$ cat config.mk
export PLATFORM = sky130hd
export DESIGN_NAME = imm_extend_pipe
export DESIGN_NICKNAME = d
export VERILOG_FILES = /design/src/rtl/imm_ext_pkg.sv /design/src/rtl/imm_ext_core.sv /design/src/rtl/imm_extend_pipe.sv
export SDC_FILE = /design/constraint.sdc
export NUM_CORES = 1
export LEC_CHECK = 0
export ABC_CLOCK_PERIOD_IN_PS = 6200
export CAP_MARGIN = 20
export CELL_PAD_IN_SITES_DETAIL_PLACEMENT = 1
export CELL_PAD_IN_SITES_GLOBAL_PLACEMENT = 1
export CORE_ASPECT_RATIO = 2
export CORE_MARGIN = 10
export CORE_UTILIZATION = 40
export DETAILED_ROUTE_END_ITERATION = 16
export PLACE_DENSITY = 0.79
export SETUP_SLACK_MARGIN = 0.5
export SLEW_MARGIN = 5
export SYNTH_ARGS = -nofsm -noshare
export SYNTH_HDL_FRONTEND = slang
export SYNTH_SLANG_ARGS = --single-unit
$ cat constraint.sdc
create_clock -name clk -period 6.2 [get_ports clk]
set_input_delay 1.24 -clock clk [delete_from_list [all_inputs] [get_ports clk]]
set_output_delay 1.24 -clock clk [all_outputs]
set_load 0.01 [all_outputs]
$ cat src/rtl/imm_ext_pkg.sv
// Shared constants for the pipelined immediate extender: mode encodings and
// default datapath widths.
package imm_ext_pkg;

  localparam int unsigned SRC_W        = 3;
  localparam int unsigned DATA_W_DEF   = 32;
  localparam int unsigned X_W_DEF      = 24;
  localparam int unsigned BR_SHIFT_DEF = 2;

  localparam logic [SRC_W-1:0] IMM8_U   = 3'b000;
  localparam logic [SRC_W-1:0] IMM12_U  = 3'b001;
  localparam logic [SRC_W-1:0] BRANCH   = 3'b010;
  localparam logic [SRC_W-1:0] ROT_IMM8 = 3'b011;
  localparam logic [SRC_W-1:0] IMM12_S  = 3'b100;

endpackage

$ cat src/rtl/imm_ext_core.sv
// Combinational immediate decode/extension: produces the extended value, the
// shifter carry and the undefined-mode flag from one raw immediate field.
module imm_ext_core
  import imm_ext_pkg::*;
#(
  parameter int unsigned DATA_W   = DATA_W_DEF,
  parameter int unsigned X_W      = X_W_DEF,
  parameter int unsigned BR_SHIFT = BR_SHIFT_DEF
) (
  input  logic [X_W-1:0]    x,
  input  logic [SRC_W-1:0]  src,
  input  logic              carry_in,
  output logic [DATA_W-1:0] y_c,
  output logic              carry_out_c,
  output logic              err_c
);

  logic [DATA_W-1:0] imm8;
  logic [DATA_W-1:0] rot;
  logic [DATA_W-1:0] br;
  logic [4:0]        rot_amt;

  // Rotation is done on a doubled copy so the wrapped bits fall into the low half.
  always_comb begin
    imm8    = DATA_W'(x[7:0]);
    rot_amt = {x[11:8], 1'b0};
    rot     = DATA_W'({imm8, imm8} >> rot_amt);
    br      = DATA_W'({{DATA_W{x[X_W-1]}}, x} << BR_SHIFT);
  end

  always_comb begin
    y_c         = '0;
    carry_out_c = carry_in;
    err_c       = 1'b0;
    case (src)
      IMM8_U:   y_c = imm8;
      IMM12_U:  y_c = DATA_W'(x[11:0]);
      BRANCH:   y_c = br;
      ROT_IMM8: begin
        y_c = rot;
        if (rot_amt != 5'd0) carry_out_c = rot[DATA_W-1];
      end
      IMM12_S:  y_c = {{(DATA_W-12){x[11]}}, x[11:0]};
      default:  err_c = 1'b1;
    endcase
  end

endmodule

$ cat src/rtl/imm_extend_pipe.sv
// Two-stage valid/ready pipeline around imm_ext_core: stage 1 captures the raw
// request, stage 2 registers the extended result with its tag.
module imm_extend_pipe
  import imm_ext_pkg::*;
#(
  parameter int unsigned DATA_W   = DATA_W_DEF,
  parameter int unsigned X_W      = X_W_DEF,
  parameter int unsigned BR_SHIFT = BR_SHIFT_DEF,
  parameter int unsigned TAG_W    = 4
) (
  input  logic              clk,
  input  logic              reset,
  input  logic              in_valid,
  output logic              in_ready,
  input  logic [X_W-1:0]    x,
  input  logic [SRC_W-1:0]  src,
  input  logic              carry_in,
  input  logic [TAG_W-1:0]  tag_in,
  output logic              out_valid,
  input  logic              out_ready,
  output logic [DATA_W-1:0] y,
  output logic              carry_out,
  output logic              err,
  output logic [TAG_W-1:0]  tag_out
);

  logic              s1_valid;
  logic [X_W-1:0]    s1_x;
  logic [SRC_W-1:0]  s1_src;
  logic              s1_carry;
  logic [TAG_W-1:0]  s1_tag;

  logic              s2_ready;
  logic              s1_ready;
  logic [DATA_W-1:0] core_y;
  logic              core_carry;
  logic              core_err;

  // Ready chain: each stage can take data if it is empty or draining this cycle.
  always_comb begin
    s2_ready = !out_valid || out_ready;
    s1_ready = !s1_valid || s2_ready;
    in_ready = s1_ready;
  end

  always_ff @(posedge clk or posedge reset) begin
    if (reset) begin
      s1_valid <= 1'b0;
      s1_x     <= '0;
      s1_src   <= '0;
      s1_carry <= 1'b0;
      s1_tag   <= '0;
    end else if (in_valid && s1_ready) begin
      s1_valid <= 1'b1;
      s1_x     <= x;
      s1_src   <= src;
      s1_carry <= carry_in;
      s1_tag   <= tag_in;
    end else if (s2_ready) begin
      s1_valid <= 1'b0;
    end
  end

  imm_ext_core #(
    .DATA_W   (DATA_W),
    .X_W      (X_W),
    .BR_SHIFT (BR_SHIFT)
  ) u_core (
    .x           (s1_x),
    .src         (s1_src),
    .carry_in    (s1_carry),
    .y_c         (core_y),
    .carry_out_c (core_carry),
    .err_c       (core_err)
  );

  // Output register holds its value while the consumer stalls.
  always_ff @(posedge clk or posedge reset) begin
    if (reset) begin
      out_valid <= 1'b0;
      y         <= '0;
      carry_out <= 1'b0;
      err       <= 1'b0;
      tag_out   <= '0;
    end else if (s1_valid && s2_ready) begin
      out_valid <= 1'b1;
      y         <= core_y;
      carry_out <= core_carry;
      err       <= core_err;
      tag_out   <= s1_tag;
    end else if (out_ready) begin
      out_valid <= 1'b0;
    end
  end

endmodule

# [Word level (Yosys, flattened, before mapping)]
# Index checks and enable logic that the tools add are counted.
[totals] out_inout_bits=40 ff_bits=72 input_bits=36 wordCells=34
[op_classes] n_reduce_logical=11 mux=8 eq_ne=4 n_shift=1
[op_table] op="32-bit one-hot mux with 5 select lines" n=1
[op_table] op="40-bit by 5-bit right shift with 32-bit output" n=1
[op_table] op="1-bit two-way mux" n=7
[op_table] op="3-bit by 2-bit equality test with 1-bit output, second input constant" n=2
[op_table] op="5-bit nonzero test" n=1
[op_table] op="5-bit OR reduction" n=1
[op_table] op="2-bit nonzero test" n=2
[op_table] op="3-bit by 1-bit equality test with 1-bit output, second input constant" n=1
[op_table] op="3-bit equality test, second input constant" n=1
[op_table] op="3-bit zero test" n=1
[op_table] op="1-bit logical AND" n=2
[op_table] op="1-bit zero test" n=2
[op_table] op="1-bit logical OR" n=2

# [Depth between registers and ports, before layout]
# Gate-level depths: netlist of run 1.
[logic_depth] depth_word=5 depth_mapped=7 depth_no_buf=4

# [Modules after synthesis]
# A second synthesis of run 1 with hierarchy kept.
[unflattened] hier_cells=318 area_unflattened_um2=4033.9
[by_module_without_submodules] mod="imm_extend_pipe" seq_area_each_um2=1801.7 cells_each=156 n_inst=1 area_per_inst_um2=2941.6
[by_module_without_submodules] mod="imm_ext_core" seq_area_each_um2=0.0 cells_each=162 n_inst=1 area_per_inst_um2=1092.3

# [Worst setup path after synthesis of run 1]
# No wires, ideal clock.
[synth_timing] kind="input to output" from="input out_ready" to="output in_ready" setup_slack_ns=3.506 t_arrival_ns=1.454 n_path_buf=0 path_stages=1 required_time_ns=4.960 path_cell_list="nand3b_1"
[synth_between] elab_chain_len=2
[synth_rtl] item="start, declared" line_no="imm_extend_pipe.sv:20" rtl="input logic out_ready,"
[synth_rtl] item="1-bit logical OR" line_no="imm_extend_pipe.sv:41" rtl="s2_ready = !out_valid || out_ready;"
[synth_rtl] item="1-bit logical OR" line_no="imm_extend_pipe.sv:42" rtl="s1_ready = !s1_valid || s2_ready;"
[synth_rtl] item="end, declared" line_no="imm_extend_pipe.sv:14" rtl="output logic in_ready,"
# No other way between the ends.

# [Final worst setup path of run 1]
# Same ends and word-level chain as after synthesis.

==> results.toml, run 1 <==
[run_status]
outcome = "completed"

[routing]
wl_per_cell_um = 23.35
via_count = 3192
drtAntennaViolNets = 0
wl_mm = 12.30
via_per_inst = 6.057
route.detailed.drc = 0
drtIter0Drc = 182
drtPass1Iterations = 4

[logic_synthesis]
synth_compound_area_share_pct = 18.51
synth.area.mux_share_pct = 13.20
syn_area_per_cell_um2 = 10.70
ys_seq_area_share_pct = 46.92
yosys.area_share.simple_pct = 16.26
syn-num-nets = 395
async_reset_ff_share_pct = 100.0
netlist_instances = 359
synth_flop_cell = "dfrtp_1"
yosys.cell_types.count = 58
synthAdderAreaFrac_pct = 0
synth_xor_area_share_pct = 0
synth_edf_count = 0
synth_area_um2 = 3840
yosys_warnings = 0
synth_top_family_by_area = "compound AO/OA/AOI/OAI gates"
synth_seq_cells = 72

[cts]
cts.sinks = 72
htreeDepth = 3
postCtsSetupBuffers = 0
cts-root-buf = "clkbuf_16"
clk_pin_slew_worst_paths_ns = 0.06
clk_latency_ns = 0.34
cts_made_buffers = 9
cts_tree = "done"
cts_resized = 0
clk_path_buf_depth = 2
hold_buffers = 0

[power_and_ir_drop]
powerDensity_nw_per_um2 = 336.2
total_power_uw = 1639
leakagePower_uw = 0.001952
max-vdd-ir-drop_uv = 235.9

[final_layout]
drive_above_1_share_pct = 16.78
nNetsFinal = 454
multi_input_area_um2 = 1844
fill_cells = 1029
final_util_pct = 51.96
regArea_um2 = 1802
syn_to_final_growth_pct = 26.98
antenna_cells = 0

[timing]
finalHoldViolations = 0
fin_crit_ns = 3.653
slew_violations = 0
tightest_slew_ns = 0.9714
fin_worst_skew_ns = 0.01197
final.period_utilization_pct = 58.92
holdWs_ns = 0.4758
slew-limit-headroom_pct = 34.95
setup_viol = 0
max_freq_mhz = 273.8
rsz0062_at_grt = "no"
setup-tns-final_ns = 0

[placement]
dp_hpwl_mm = 8.869
gp_congestion = 0.9260
io_buffer_count = 75

[setup_path]
crit_fanout = 3
max_stage_delay_ns = 0.56
arrival_ns = 2.41
worstPathCellList = "clkdlybuf4s50_1, nand3b_1, clkdlybuf4s50_1"
cp.depth = 3
start_kind = "primary input"
endpoint_kind = "output port"
path_class = "in -> out"
ff2ff_path_depth = 4
required_ns = 4.96
crit_path_frequent_cell = "clkdlybuf4s50_1"
cp_top_family = "buffers and inverters"
worst-path-buf-inv = 2
crit_path_top_delay_cell = "clkdlybuf4s50_1"

[flow_run]
drv_cap = 0

[worst_hold_path]
hp-class = "reg -> reg"
hold_depth = 2

[floorplanning]
core_area_um2 = 9384
fp.dieW_um = 89.28
initial_core_util_pct = 40.92
ios = 76
num_rows = 50
die_y_um = 158.6
dieArea_um2 = 14160

[global_route]
grt_first_pass_wirelength_mm = 19.27
antenna_found_initial = 0
overflow = 0
grt_usage_pct = 17.98
grt_max_degree = 73
grt_pass1_vias = 3522
## per-stage QoR
step | area, um^2 | setup WS, ns | cells
2_1_floorplan | 3840 | 3.135 | 359
3_5_place_dp | 4579 | 2.534 | 511
5_1_grt | 4876 | 2.498 | 527
4_1_cts | 4876 | 2.532 | 527
3_3_place_gp | 4579 | 2.566 | 511
6_report | 4876 | 2.547 | 527
## sequential cells by signal, summed over array words and instances (netlist names)
register and cells:
s1_x 24, s1_src 3, carry_out 1, tag_out 4, s1_carry 1, err 1, out_valid 1, s1_tag 4
y 32, s1_valid 1
## placed cells by master, fill, tap and decap left out, types with 3 or more instances in the layout
cell and n:
o21ai_0 3, o22a_1 3, nand3b_1 5, clkdlybuf4s50_1 75, nor3_1 5, buf_4 5, o221ai_1 13, mux2_4 4
a21oi_1 18, o211ai_1 10, a32oi_1 4, clkbuf_16 9, dfrtp_1 72, a22o_1 3, a2bb2oi_1 5, nand2_1 48
mux2_2 32, nand2b_1 7, nand4_1 3, and2_1 4, nor2b_1 5, a221o_1 9, a211oi_1 3, inv_2 3
a22oi_1 4, nand3_1 8, nor2_1 16, mux2i_1 3
## metal layers
metal,GRT usage [%],routed length (um)
met4,9.527,338
met3,2.508,494
met5,0,0
met2,32.38,6909
met1,19.35,4560
## final timing paths
| path | end | from | slack, ns |
|---|---|---|---|
| min in group asynchronous | y[0]$_DFFE_PP0P_ | reset | 1.48 |
| worst max register to register | y[25]$_DFFE_PP0P_ | s1_src[1]$_DFFE_PP0P_ | 3.69 |
| worst max-delay path | in_ready | out_ready | 2.55 |
| worst min register to register | tag_out[0]$_DFFE_PP0P_ | tag_out[0]$_DFFE_PP0P_ | 0.48 |
| worst min-delay path | tag_out[0]$_DFFE_PP0P_ | tag_out[0]$_DFFE_PP0P_ | 0.48 |
| max in group asynchronous | y[5]$_DFFE_PP0P_ | reset | 4.09 |
## logic make-up (layout without fill, tap and decap cells)
| family | after synthesis | after routing |
|---|---|---|
| buffers and inverters | 36 | 100 |
| flip-flops | 72 | 72 |
| AO/OA/AOI/OAI | 91 | 91 |
| AND/OR/NAND/NOR | 118 | 118 |
| multiplexers | 42 | 42 |
## area by class of cell
cell class	instances	area share, %
clock inverters	6	1.386
well taps	104	2.669
inverters	4	0.3079
clock buffers	10	4.696
multi-input cells	251	37.82
repair buffers	80	16.17
flip-flops and latches	72	36.95
## synth_stat cells (all sizes together) (2+ instances only)
| master | number | area [um^2] |
|---|---|---|
| a21oi | 18 | 90.09 |
| inv | 4 | 15.02 |
| a22o | 3 | 26.28 |
| and2 | 5 | 33.78 |
| nand2b | 8 | 52.55 |
| nand3b | 6 | 57.56 |
| o21ai | 4 | 20.01 |
| nand2 | 48 | 180.2 |
| o211ai | 10 | 75.07 |
| nor2b | 6 | 37.54 |
| mux2i | 5 | 75.07 |
| a31oi | 2 | 12.51 |
| nand4b | 2 | 17.52 |
| buf | 25 | 155.2 |
| dfrtp | 72 | 1802 |
| o22ai | 2 | 12.51 |
| a2111oi | 2 | 30.03 |
| o221ai | 13 | 113.9 |
| a221o | 9 | 90.09 |
| and2b | 2 | 15.01 |
| nor3 | 5 | 25.02 |
| nor2 | 16 | 60.06 |
| nand3 | 8 | 40.04 |
| clkbuf | 7 | 26.28 |
| a32oi | 4 | 35.03 |
| nand4 | 3 | 18.77 |
| a211oi | 3 | 22.52 |
| o22a | 3 | 26.28 |
| mux2 | 37 | 431.7 |
| a22oi | 6 | 55.05 |
| o21a | 2 | 15.01 |
| o311ai | 2 | 17.52 |
| a2bb2oi | 5 | 43.79 |
## where the power goes
group	total [uW]	switching, uW	leakage, uW	internal (uW)
sequential	641	90.6	0.000895	550
clock	520	207	0.000139	313
combinational	479	236	0.000918	243
total	1640	533	0.00195	1110
## worst reg2reg max path: cells and delay by family (launching register included)
family,cells,cell delay [ns]
AOI/OAI and AO/OA,2,0.38
DFF,1,0.77
and+or+nand+nor,2,1.26
No activity file was read; power rests on OpenSTA's default activity.
==> run 2: changes to the inputs <==
--- a/config.mk
+++ b/config.mk
@@ -5,7 +5,7 @@
 export SDC_FILE = /design/constraint.sdc
 export NUM_CORES = 1
 export LEC_CHECK = 0
-export ABC_CLOCK_PERIOD_IN_PS = 6200
+export ABC_CLOCK_PERIOD_IN_PS = 3550
 export CAP_MARGIN = 20
 export CELL_PAD_IN_SITES_DETAIL_PLACEMENT = 1
 export CELL_PAD_IN_SITES_GLOBAL_PLACEMENT = 1
==> constraint.sdc (replaced) <==
create_clock -name clk -period 3.55 [get_ports clk]
set_input_delay 0.71 -clock clk [delete_from_list [all_inputs] [get_ports clk]]
set_output_delay 0.71 -clock clk [all_outputs]
set_load 0.01 [all_outputs]
==> run 2 against run 1 <==
Worst setup slack lost 1.6 ns; utilization grew 0.61 points; final cell count grew 0.57%; final area grew 1.2%; hold slack lost 0.0092 ns; sequential share of layout area shrank 0.43 points; clock skew shrank 0.0025 ns; non-clock buffer count grew 3; highest routed layer unchanged.
==> results.toml, run 2 (synthesis results as in run 1) <==
[run_status]
outcome = "completed"

[setup_path]
max_stage_delay_ns = 0.56
ff2ff_path_depth = 4
cp.depth = 3
crit_path_frequent_cell = "clkdlybuf4s50_1"
required_ns = 2.84
worst-path-buf-inv = 2
start_kind = "primary input"
crit_fanout = 3
crit_start = "out_ready"
path_class = "in -> out"
arrival_ns = 1.90
crit_path_top_delay_cell = "clkdlybuf4s50_1"
cp_top_family = "buffers and inverters"
endpoint_kind = "output port"
rr_startpoint = "s1_x[8]$_DFFE_PP0P_"
worstPathCellList = "clkdlybuf4s50_1, nand3b_1, clkdlybuf4s50_1"

[routing]
drt-met1-wl_mm = 4.590
dr.max_layer_used = "met4"
wl_per_cell_um = 23.19
drtAntennaViolNets = 0
met3_length_um = 459
wl_mm = 12.29
drtIter0Drc = 178
via_count = 3138
drtPass1Iterations = 4
via_per_inst = 5.921
route.detailed.drc = 0
wl_met2_mm = 6.836

[placement]
io_buffer_count = 75
gp_congestion = 0.9161
dp_hpwl_mm = 9.128

[final_layout]
drive_above_1_share_pct = 17.14
reg_top3 = "y x32, s1_x x24"
regMostFlops = "y"
largest_reg_flops = 32
antenna_cells = 0
nNetsFinal = 457
syn_to_final_growth_pct = 28.48
most-common-layout-cells = "75 x clkdlybuf4s50_1, 72 x dfrtp_1, 48 x nand2_1, 32 x mux2_2, 18 x a21oi_1"
fill_cells = 1012
final_common_cell = "clkdlybuf4s50_1"

[timing]
fin_crit_ns = 2.606
slew-limit-headroom_pct = 42.34
slew_violations = 0
tightest_slew_ns = 0.8649
rsz0062_at_grt = "no"
setup-tns-final_ns = 0
final.period_utilization_pct = 73.40
fin_worst_skew_ns = 0.009428
holdWs_ns = 0.4666
max_freq_mhz = 383.8
setup_viol = 0
finalHoldViolations = 0

[global_route]
grt_usage_pct = 17.94
antenna_found_initial = 0
grt_max_degree = 45
grt_first_pass_wirelength_mm = 19.11
overflow = 0
grt_pass1_vias = 3430

[floorplanning]
core_area_um2 = 9384
num_rows = 50
dieArea_um2 = 14160
ios = 76
die_y_um = 158.6
fp.dieW_um = 89.28
initial_core_util_pct = 40.92

[flow_run]
drv_cap = 0

[cts]
cts_tree = "done"
cts_resized = 0
clk_pin_slew_worst_paths_ns = 0.06
hold_buffers = 0
clk_path_buf_depth = 2
cts-root-buf = "clkbuf_16"
cts.sinks = 72
htreeDepth = 3
cts_made_buffers = 9
postCtsSetupBuffers = 0
clk_latency_ns = 0.34

[power_and_ir_drop]
leakagePower_uw = 0.001980
max-vdd-ir-drop_uv = 415.6
powerDensity_nw_per_um2 = 597.9

[worst_hold_path]
min_from = "s1_tag[1]$_DFFE_PP0P_"
hp-class = "reg -> reg"
hold_depth = 2
run 2: cell types whose count changed in the layout (fill, tap and decap cells not counted):
cell,delta
buf_12,+1
buf_4,+2
bufinv_16,+1
clkinv_2,-1
nor2b_1,+1
nor2b_2,-1
run 2: layout make-up:
type | count | area, um^2 | area share (%)
Clock buffer | 10 | 229.0 | 4.641
Timing Repair Buffer | 83 | 823.3 | 16.69
Tap cell | 104 | 130.1 | 2.638
Clock inverter | 6 | 92.59 | 1.877
Inverter | 4 | 15.01 | 0.3043
Sequential cell | 72 | 1802 | 36.52
Multi-Input combinational cell | 251 | 1842 | 37.33
run 2: path summary, 6_finish.rpt:
path                                          endpoint  slack [ns]
min in group asynchronous          s1_x[0]$_DFFE_PP0P_        0.82
max in group asynchronous         s1_x[16]$_DFFE_PP0P_        2.07
worst max-delay path                          in_ready        0.94
worst max register to register       y[15]$_DFFE_PP0P_        1.20
worst min register to register  tag_out[1]$_DFFE_PP0P_        0.47
worst min-delay path            tag_out[1]$_DFFE_PP0P_        0.47
run 2: worst reg2reg max path, cell delays in order, from the launching register on:
cell and delay [ns]:
dfrtp_1 0.90, mux2i_1 0.58, nor2_1 0.10, a21oi_1 0.40, o221ai_1 0.22
run 2: power by group:
group	total, uW	switching (uW)	internal, uW
clock network	984	365	619
logic	832	402	430
registers	1130	172	961
total	2950	939	2010
run 2: layer usage:
| layer | GRT usage, % | vias to the layer above |
|---|---|---|
| met1 | 19.84 | 1585 |
| met2 | 31.62 | 73 |
| met4 | 9.451 | 0 |
| li1 | - | 1459 |
| met3 | 2.661 | 21 |
| met5 | 0 | - |
run 2: through the flow:
stage                     setup slack, ns  utilization (%)  power (uW)  instances  area [um^2]
after floorplan                     1.015                -        1593        359         3840
after global placement             0.9220            49.15        1960        514         4612
after detailed placement           0.8735            49.15        1983        514         4612
after CTS                          0.9270            52.57        2965        530         4933
after global routing               0.8736            52.57        3072        530         4933
final                              0.9442            52.57        2950        530         4933
